$ cat src/rtl/dand_soc_pkg.sv
// Shared types and constants for the DAND SoC banner/echo block.
package dand_soc_pkg;
  localparam int DEF_CLK_FREQ  = 30_000_000;
  localparam int DEF_BAUD_RATE = 921_600;
  localparam int BANNER_LEN    = 6;

  localparam logic [7:0] BANNER_B0 = 8'h44;  // 'D'
  localparam logic [7:0] BANNER_B1 = 8'h41;  // 'A'
  localparam logic [7:0] BANNER_B2 = 8'h4E;  // 'N'
  localparam logic [7:0] BANNER_B3 = 8'h44;  // 'D'
  localparam logic [7:0] BANNER_B4 = 8'h0D;
  localparam logic [7:0] BANNER_B5 = 8'h0A;

  typedef enum logic [1:0] {BANNER, ECHO_WAIT, ECHO_SEND} state_t;
  typedef enum logic [1:0] {RX_IDLE, RX_START, RX_DATA, RX_STOP} rx_state_t;

  function automatic logic [7:0] banner_byte(input logic [2:0] idx);
    logic [7:0] b;
    case (idx)
      3'd0:    b = BANNER_B0;
      3'd1:    b = BANNER_B1;
      3'd2:    b = BANNER_B2;
      3'd3:    b = BANNER_B3;
      3'd4:    b = BANNER_B4;
      3'd5:    b = BANNER_B5;
      default: b = 8'h00;
    endcase
    return b;
  endfunction
endpackage

$ cat src/rtl/dand_uart.sv
// 8N1 UART: back-to-back capable transmitter and mid-bit sampling receiver.
// The receiver exists only when DAND_SOC_ECHO_EN is defined.
module dand_uart
  import dand_soc_pkg::*;
#(
  parameter int CLKS_PER_BIT = 32
) (
  input  logic       clk,
  input  logic       rst,
  input  logic       tx_valid,
  output logic       tx_ready,
  input  logic [7:0] tx_data,
  output logic       txd,
  input  logic       rxd,
  output logic       rx_valid,
  output logic [7:0] rx_data
);
  localparam int CW = $clog2(CLKS_PER_BIT + 1);
  localparam logic [CW-1:0] BIT_LAST  = CW'(CLKS_PER_BIT - 1);
  localparam logic [CW-1:0] HALF_LAST = CW'(CLKS_PER_BIT / 2 - 1);

  logic          tx_busy, tx_last;
  logic [8:0]    tx_shift;
  logic [3:0]    tx_bit;
  logic [CW-1:0] tx_cnt;

  // Ready in the final stop-bit cycle so the next frame follows with no gap.
  assign tx_last  = tx_busy && (tx_bit == 4'd9) && (tx_cnt == BIT_LAST);
  assign tx_ready = !tx_busy || tx_last;

  always_ff @(posedge clk) begin
    if (rst) begin
      tx_busy  <= 1'b0;
      tx_shift <= '1;
      tx_bit   <= '0;
      tx_cnt   <= '0;
      txd      <= 1'b1;
    end else if (tx_valid && tx_ready) begin
      tx_busy  <= 1'b1;
      tx_shift <= {1'b1, tx_data};
      tx_bit   <= '0;
      tx_cnt   <= '0;
      txd      <= 1'b0;
    end else if (tx_busy) begin
      if (tx_cnt == BIT_LAST) begin
        tx_cnt <= '0;
        if (tx_bit == 4'd9) begin
          tx_busy <= 1'b0;
          txd     <= 1'b1;
        end else begin
          txd      <= tx_shift[0];
          tx_shift <= {1'b1, tx_shift[8:1]};
          tx_bit   <= tx_bit + 1'b1;
        end
      end else begin
        tx_cnt <= tx_cnt + 1'b1;
      end
    end
  end

`ifdef DAND_SOC_ECHO_EN
  rx_state_t     rx_st, rx_nxt;
  logic          rx_s1, rx_s2, rx_prev, rx_tick;
  logic [CW-1:0] rx_cnt;
  logic [2:0]    rx_bit;
  logic [7:0]    rx_shift;

  always_comb begin
    rx_nxt  = rx_st;
    rx_tick = 1'b0;
    unique case (rx_st)
      RX_IDLE:  if (rx_prev && !rx_s2) rx_nxt = RX_START;
      RX_START: if (rx_cnt == HALF_LAST) begin
        rx_tick = 1'b1;
        rx_nxt  = rx_s2 ? RX_IDLE : RX_DATA;  // high at mid-start: glitch
      end
      RX_DATA: if (rx_cnt == BIT_LAST) begin
        rx_tick = 1'b1;
        if (rx_bit == 3'd7) rx_nxt = RX_STOP;
      end
      RX_STOP: if (rx_cnt == BIT_LAST) begin
        rx_tick = 1'b1;
        rx_nxt  = RX_IDLE;
      end
      default: rx_nxt = RX_IDLE;
    endcase
  end

  always_ff @(posedge clk) begin
    if (rst) begin
      rx_st    <= RX_IDLE;
      rx_s1    <= 1'b1;
      rx_s2    <= 1'b1;
      rx_prev  <= 1'b1;
      rx_cnt   <= '0;
      rx_bit   <= '0;
      rx_shift <= '0;
      rx_valid <= 1'b0;
    end else begin
      rx_st    <= rx_nxt;
      rx_s1    <= rxd;
      rx_s2    <= rx_s1;
      rx_prev  <= rx_s2;
      rx_valid <= 1'b0;
      rx_cnt   <= (rx_st == RX_IDLE || rx_tick) ? '0 : rx_cnt + 1'b1;
      if (rx_tick) begin
        case (rx_st)
          RX_START: rx_bit <= '0;
          RX_DATA: begin
            rx_shift <= {rx_s2, rx_shift[7:1]};
            rx_bit   <= rx_bit + 1'b1;
          end
          RX_STOP: rx_valid <= rx_s2;  // stop bit 0 drops the byte
          default: ;
        endcase
      end
    end
  end

  assign rx_data = rx_shift;
`else
  logic rxd_unused;
  assign rxd_unused = rxd;
  assign rx_valid   = 1'b0;
  assign rx_data    = 8'h00;
`endif
endmodule

$ cat src/rtl/dand_soc_simple.sv
// Banner transmitter with optional UART echo through a small FIFO.
// Echo path (receiver, FIFO, echo states) is enabled by DAND_SOC_ECHO_EN.
module dand_soc_simple
  import dand_soc_pkg::*;
#(
  parameter int CLK_FREQ   = DEF_CLK_FREQ,
  parameter int BAUD_RATE  = DEF_BAUD_RATE,
  parameter int FIFO_DEPTH = 4
) (
  input  logic io_axiClk,
  input  logic io_reset,
  output logic io_uart_txd,
  input  logic io_uart_rxd
);
  localparam int CLKS_PER_BIT = CLK_FREQ / BAUD_RATE;
  localparam logic [2:0] BLEN = 3'(BANNER_LEN);

  state_t     st, st_nxt;
  logic [2:0] idx;
  logic       go;
  logic       tx_valid, tx_ready, rx_valid, pop, fifo_empty;
  logic [7:0] tx_data, rx_data, fifo_rd;

  dand_uart #(.CLKS_PER_BIT(CLKS_PER_BIT)) u_uart (
    .clk      (io_axiClk),
    .rst      (io_reset),
    .tx_valid (tx_valid),
    .tx_ready (tx_ready),
    .tx_data  (tx_data),
    .txd      (io_uart_txd),
    .rxd      (io_uart_rxd),
    .rx_valid (rx_valid),
    .rx_data  (rx_data)
  );

  always_comb begin
    st_nxt   = st;
    tx_valid = 1'b0;
    tx_data  = banner_byte(idx);
    pop      = 1'b0;
    unique case (st)
      BANNER: begin
        tx_valid = go && (idx < BLEN);
        if (idx == BLEN && tx_ready) st_nxt = ECHO_WAIT;
      end
      ECHO_WAIT: if (!fifo_empty) begin
        tx_valid = 1'b1;
        tx_data  = fifo_rd;
        if (tx_ready) begin
          pop    = 1'b1;
          st_nxt = ECHO_SEND;
        end
      end
      ECHO_SEND: if (tx_ready) st_nxt = ECHO_WAIT;
      default:   st_nxt = BANNER;
    endcase
  end

  // go delays the first banner request one cycle after reset release.
  always_ff @(posedge io_axiClk) begin
    if (io_reset) begin
      st  <= BANNER;
      idx <= '0;
      go  <= 1'b0;
    end else begin
      st <= st_nxt;
      go <= 1'b1;
      if (st == BANNER && tx_valid && tx_ready) idx <= idx + 3'd1;
    end
  end

`ifdef DAND_SOC_ECHO_EN
  localparam int PW = $clog2(FIFO_DEPTH);

  logic [7:0] mem [FIFO_DEPTH];
  logic [PW:0] wr_ptr, rd_ptr;
  logic        full, push;

  assign fifo_empty = (wr_ptr == rd_ptr);
  assign full       = (wr_ptr[PW] != rd_ptr[PW]) && (wr_ptr[PW-1:0] == rd_ptr[PW-1:0]);
  assign push       = rx_valid && (!full || pop);
  assign fifo_rd    = mem[rd_ptr[PW-1:0]];

  always_ff @(posedge io_axiClk) begin
    if (io_reset) begin
      wr_ptr <= '0;
      rd_ptr <= '0;
    end else begin
      if (push) wr_ptr <= wr_ptr + 1'b1;
      if (pop)  rd_ptr <= rd_ptr + 1'b1;
    end
  end

  always_ff @(posedge io_axiClk) begin
    if (push) mem[wr_ptr[PW-1:0]] <= rx_data;
  end
`else
  logic sink_unused;
  assign fifo_empty  = 1'b1;
  assign fifo_rd     = 8'h00;
  assign sink_unused = ^{rx_valid, rx_data, pop, FIFO_DEPTH[0]};
`endif
endmodule

$ cat config.mk
export PLATFORM = sky130hd
export DESIGN_NAME = dand_soc_simple
export DESIGN_NICKNAME = d
export VERILOG_FILES = /design/src/rtl/dand_soc_pkg.sv /design/src/rtl/dand_uart.sv /design/src/rtl/dand_soc_simple.sv
export SDC_FILE = /design/constraint.sdc
export NUM_CORES = 1
export LEC_CHECK = 0
export CAP_MARGIN = 25
export CELL_PAD_IN_SITES_DETAIL_PLACEMENT = 0
export CELL_PAD_IN_SITES_GLOBAL_PLACEMENT = 2
export CORE_MARGIN = 2
export CORE_UTILIZATION = 36
export DETAILED_ROUTE_END_ITERATION = 8
export GPL_ROUTABILITY_DRIVEN = 0
export PLACE_DENSITY_LB_ADDON = 0.1
export SYNTH_ARGS = -nofsm -noshare
export SYNTH_HDL_FRONTEND = slang
export SYNTH_HIERARCHICAL = 1
export SYNTH_SLANG_ARGS = --single-unit
$ cat constraint.sdc
create_clock -name io_axiClk -period 2.2 [get_ports io_axiClk]
set_input_delay 0.44 -clock io_axiClk [delete_from_list [all_inputs] [get_ports io_axiClk]]
set_output_delay 0.44 -clock io_axiClk [all_outputs]
set_load 0.02 [all_outputs]
==> qor.yml, run 1 <==
drt:
  detailroute.via_count: 977
  routed_wire_length_per_instance_um: 12.5
  wl_um: 2450
  via_per_inst: 4.98
  drt_drc_violations_left: 0
  drtIter0Drc: 27
  drtPass1Iterations: 4
  antenna_violating_nets_post_route: 0
placed_design:
  detailed_place.area_um2: 1440
  detailedPlacementHpwl_um: 1770
  portBuffers: 2
finish:
  antenna-diode-count: 0
  finalNetCount: 160
  num-fill-cells: 361
  layout-drive-gt1-share_pct: 14.2
  final_cell_area_excluding_filler_cells_um2: 1490
  multi_input_combinational_cell_area_um2: 785
  register_area_um2: 500
  syn2layout_area_growth_pct: 12.3
cts:
  clk_pin_slew_worst_paths_ns: 0.09
  clk_path_buf_depth: 2
  cts_buffers: 3
  cts-resized-gates: 0
  clock_insertion_delay_worst_skew_ns: 0.27
  clock_sink_count: 25
  setup_bufs_post_cts: 0
  cts-root-buf: "sky130_fd_sc_hd__clkbuf_8"
  tritoncts: "built"
  cts-htree-levels: 1
  ctsHoldBuffers: 0
logic_synthesis:
  synth_warn: 6
  syn_area_um2: 1320
  avgSynthCellArea_um2: 9.73
  synthCells: 136
grt:
  grt_pass1_wl_um: 4360
  gr-total-overflow: 0
  grt_pass1_vias: 974
  grt_start_max_net_pins: 15
  antenna_violations_before_repair: 0
  groute.usage.overall_pct: 13.6
worst_setup_path:
  worstPathBufferInverterCount: 0
  critPathLaunchType: "flip-flop"
  setup.worst_path.end_class: "flip-flop"
  cpPeakStageDelay_ns: 0.38
  worst-endpoint-required_ns: 2.36
  timing.critical_path.cells: "ha_1 -> nand4b_4 -> o31ai_4 -> nand3b_4 -> a21oi_2 -> mux2_4"
  maximum_fanout_count_along_the_critical_path: 6
  cp_data_arrival_time_ns: 1.95
  worst-setup-path-type: "flip-flop to flip-flop"
  cp_top_family: "compound AO/OA/AOI/OAI gates"
  timing.critical_path.slowest_stage_cell: "sky130_fd_sc_hd__dfxtp_1"
power:
  finalPower_mw: 0.862
  power.density_nw_per_um2: 580
  leakage_power_figure_nw: 0.599
  max-vdd-ir-drop_mv: 0.215
die:
  i_o_pins: 4
  die_height_um: 64.6
  core.rowCount: 22
  dieArea_um2: 4180
  core_area_um2: 3610
  chipWidth_um: 64.6
  floorplan.initialDensity_pct: 36.7
timing:
  timing.final.crit_share_pct: 81.3
  setup_violations: 0
  slew_viol_final: 0
  timing.final.hold_violations: 0
  maxClockFrequency_mhz: 559
  setup-tns-final_ns: 0
  final.setup_skew_ns: 0.00136
  post-route-min-period_ns: 1.79
  rsz0062_at_grt: "no"
run:
  cap_violations: 0
outcome:
  result_of_the_run: "complete, no violations"
min_path:
  hp-class: "flip-flop to flip-flop"
-- layer usage --
metal	routed length [µm]	track usage, %
met5	0	0
met4	48	6.65
met3	56	2.60
met2	1070	20.8
met1	1270	18.2
-- power breakdown --
group / internal (mW) / switching [mW] / total [mW]
clock: 0.127 / 0.144 / 0.271
combinational: 0.0516 / 0.0490 / 0.101
sequential: 0.472 / 0.0183 / 0.491
total: 0.651 / 0.212 / 0.862
-- layout by cell type (no fill, tap or decap), types with 3 or more instances in the layout --
cell,instances
sky130_fd_sc_hd__a21oi_1,9
sky130_fd_sc_hd__a2bb2oi_1,7
sky130_fd_sc_hd__buf_4,6
sky130_fd_sc_hd__clkbuf_8,3
sky130_fd_sc_hd__conb_1,3
sky130_fd_sc_hd__dfxtp_1,25
sky130_fd_sc_hd__ha_1,8
sky130_fd_sc_hd__inv_1,8
sky130_fd_sc_hd__mux2i_1,10
sky130_fd_sc_hd__nand2_1,8
sky130_fd_sc_hd__nand3_1,3
sky130_fd_sc_hd__nor2_1,15
sky130_fd_sc_hd__nor3_1,4
sky130_fd_sc_hd__o21ai_0,3
sky130_fd_sc_hd__xnor2_1,3
-- per-stage QoR --
stage                     hold slack, ns  setup slack [ns]  instances  utilization, %
after floorplan                    0.457             0.393        138               -
after global placement             0.477             0.396        192            39.9
after detailed placement           0.483             0.419        192            39.9
after CTS                          0.496             0.402        196            41.2
after global routing               0.520             0.302        196            41.2
final                              0.492             0.410        196            41.2
-- final timing paths --
check	end	from	slack [ns]	cells past startpoint
worst min-delay path	u_uart/tx_cnt[1]	u_uart/tx_cnt[1]	0.49	2
worst max register to register	idx[0]	u_uart/tx_cnt[0]	0.41	6
worst min register to register	u_uart/tx_cnt[1]	u_uart/tx_cnt[1]	0.49	2
worst max-delay path	idx[0]	u_uart/tx_cnt[0]	0.41	6
-- sequential cells by signal, summed over array words and instances (netlist names) --
signal / count
idx: 3
u_uart/txd: 1
u_uart/tx_cnt: 6
u_uart/tx_busy: 1
u_uart/tx_bit: 4
go: 1
u_uart/tx_shift: 8
st: 1
-- cell type report --
class                      count  share of cell area, %
multi-input combinational    103                   52.8
sequential                    25                   33.7
timing repair buffer           8                   4.38
tap                           48                   4.04
clock buffer                   3                   2.78
inverter                       8                   2.02
clock inverter                 1                  0.337
-- worst register-to-register path, delay by kind of cell (launching register included) --
family,cells,cell delay (ns)
compound gates,2,0.45
fa+ha+maj,1,0.23
flops,1,0.38
mux,1,0.30
simple gates,2,0.33
Note: power is estimated with default switching activity, not from simulation.
==> run 2, diff against run 1 <==
==> constraint.sdc (replaced) <==
create_clock -name io_axiClk -period 1.8 [get_ports io_axiClk]
set_input_delay 0.36 -clock io_axiClk [delete_from_list [all_inputs] [get_ports io_axiClk]]
set_output_delay 0.36 -clock io_axiClk [all_outputs]
set_load 0.02 [all_outputs]
==> qor.yml, run 2 (same netlist as run 1, synthesis figures left out) <==
drt:
  drt_drc_violations_left: 0
  routed_wire_length_per_instance_um: 12.3
  drtIter0Drc: 51
  drtPass1Iterations: 4
  detailroute.via_count: 986
  wl_um: 2500
  via_per_inst: 4.83
  antenna_violating_nets_post_route: 0
finish:
  fin_util_pct: 43.2
  antenna-diode-count: 0
  multi_input_combinational_cell_area_um2: 785
  top_library_cells_by_usage_in_the_layout_fill_and_taps_aside: "sky130_fd_sc_hd__dfxtp_1, sky130_fd_sc_hd__nor2_1, sky130_fd_sc_hd__buf_4"
  layout_commonest_cell: "sky130_fd_sc_hd__dfxtp_1"
  largest-register: "u_uart/tx_shift"
  largest_register_ff_count: 8
  num-fill-cells: 350
  register_area_um2: 502
  finalNetCount: 168
  layout-drive-gt1-share_pct: 18.6
  syn2layout_area_growth_pct: 17.8
  layout_top_registers: "u_uart/tx_shift (8), u_uart/tx_cnt (6), u_uart/tx_bit (4)"
worst_setup_path:
  critPathLaunchType: "flip-flop"
  timing.reg2reg.worst_path_depth: 6
  maximum_fanout_count_along_the_critical_path: 4
  cp_data_arrival_time_ns: 1.85
  setup.worst_path.end_class: "flip-flop"
  worst-setup-path-type: "flip-flop to flip-flop"
  worst-endpoint-required_ns: 1.95
die:
  core.rowCount: 22
  dieArea_um2: 4180
  core_area_um2: 3610
  die_height_um: 64.6
  floorplan.initialDensity_pct: 36.7
  chipWidth_um: 64.6
  i_o_pins: 4
grt:
  groute.usage.overall_pct: 13.8
  grt_pass1_vias: 974
  fraction_of_met1_tracks_used_by_global_routing_pct: 19.6
  met2_usage_pct: 21.7
  groute.layer.met3.usage_pct: 2.08
  gr-total-overflow: 0
  grt_pass1_wl_um: 4530
  grt_start_max_net_pins: 14
  antenna_violations_before_repair: 0
  highest_utilization_routing_layer_at_the_global_route_stage: "met2"
timing:
  final.setup_skew_ns: 0.00787
  timing.final.crit_share_pct: 94.6
  setup-tns-final_ns: 0
  setup_violations: 0
  slew_viol_final: 0
  post-route-min-period_ns: 1.70
  maxClockFrequency_mhz: 587
  timing.final.hold_violations: 0
  rsz0062_at_grt: "no"
  least_setup_slack_across_all_paths_after_layout_ns: 0.0972
power:
  finalPower_mw: 1.05
  switchingPower_mw: 0.250
  p_comb_share_pct: 12.6
  power_frac_seq_pct: 56.6
  max-vdd-ir-drop_mv: 0.244
  share_clk_of_total_power_pct: 30.8
  power.internal_mw: 0.802
  leakage_power_figure_nw: 0.640
  power.density_nw_per_um2: 675
  p_sw_share_pct: 23.8
outcome:
  result_of_the_run: "complete, no violations"
min_path:
  hold-path-cell-count: 2
  hp-class: "flip-flop to flip-flop"
cts:
  clock_sink_count: 25
  clk_pin_slew_worst_paths_ns: 0.09
  clock_insertion_delay_worst_skew_ns: 0.26
  cts_buffers: 3
  cts-htree-levels: 1
  cts-root-buf: "sky130_fd_sc_hd__clkbuf_8"
  clk_path_buf_depth: 2
  tritoncts: "built"
  ctsHoldBuffers: 0
  setup_bufs_post_cts: 0
placed_design:
  detailedPlacementHpwl_um: 1900
  portBuffers: 2
  pre_cts_slack_ns: 0.0924
run:
  cap_violations: 0
[run 2: cell type report]
cell class | instances | area share [%]
timing repair buffer | 16 | 8.83
sequential | 25 | 32.2
tap | 48 | 3.85
inverter | 8 | 1.93
clock buffer | 4 | 2.89
multi-input combinational | 103 | 50.3
[run 2: worst max-delay path, stage by stage, from the launching register on]
cell	delay, ns
sky130_fd_sc_hd__dfxtp_1	0.36
sky130_fd_sc_hd__ha_1	0.22
sky130_fd_sc_hd__nand4b_4	0.14
sky130_fd_sc_hd__o31ai_4	0.32
sky130_fd_sc_hd__nand3b_4	0.12
sky130_fd_sc_hd__a21oi_2	0.13
sky130_fd_sc_hd__mux2_4	0.30
[run 2: path summary, 6_finish.rpt]
kind | startpoint | endpoint | slack [ns]
worst max register to register | u_uart/tx_cnt[1] | idx[0] | 0.1
worst min-delay path | u_uart/tx_cnt[1] | u_uart/tx_cnt[1] | 0.50
worst min register to register | u_uart/tx_cnt[1] | u_uart/tx_cnt[1] | 0.50
worst max-delay path | u_uart/tx_cnt[1] | idx[0] | 0.1
[run 2: power groups by stage]
stage | Clock, mW | Sequential (mW) | Combinational, mW
floorplan | 0 | 0.609 | 0.0874
global placement | 0 | 0.609 | 0.132
detailed placement | 0 | 0.610 | 0.133
CTS | 0.346 | 0.596 | 0.133
global route | 0.369 | 0.601 | 0.150
finish | 0.324 | 0.596 | 0.132
[run 2: per-layer routing]
layer	up-vias	share of wire (%)
met5	-	0
met4	0	0.76
met3	2	1.5
met2	3	42
met1	453	56
li1	528	-
[run 2: metrics by stage]
| step | hold slack [ns] | area (µm²) | std cells |
|---|---|---|---|
| 4_1_cts | 0.513 | 1560 | 204 |
| 3_5_place_dp | 0.498 | 1510 | 200 |
| 6_report | 0.503 | 1560 | 204 |
| 2_1_floorplan | 0.417 | 1330 | 138 |
| 5_1_grt | 0.518 | 1560 | 204 |
| 3_3_place_gp | 0.473 | 1510 | 200 |
[run 2: repair_timing]
| item | 4_1_cts | 5_1_grt |
|---|---|---|
| endpoints found under the hold margin | 0 | 0 |
| setup endpoints to repair | 0 | 8 |
| resized for setup | 0 | 1 |
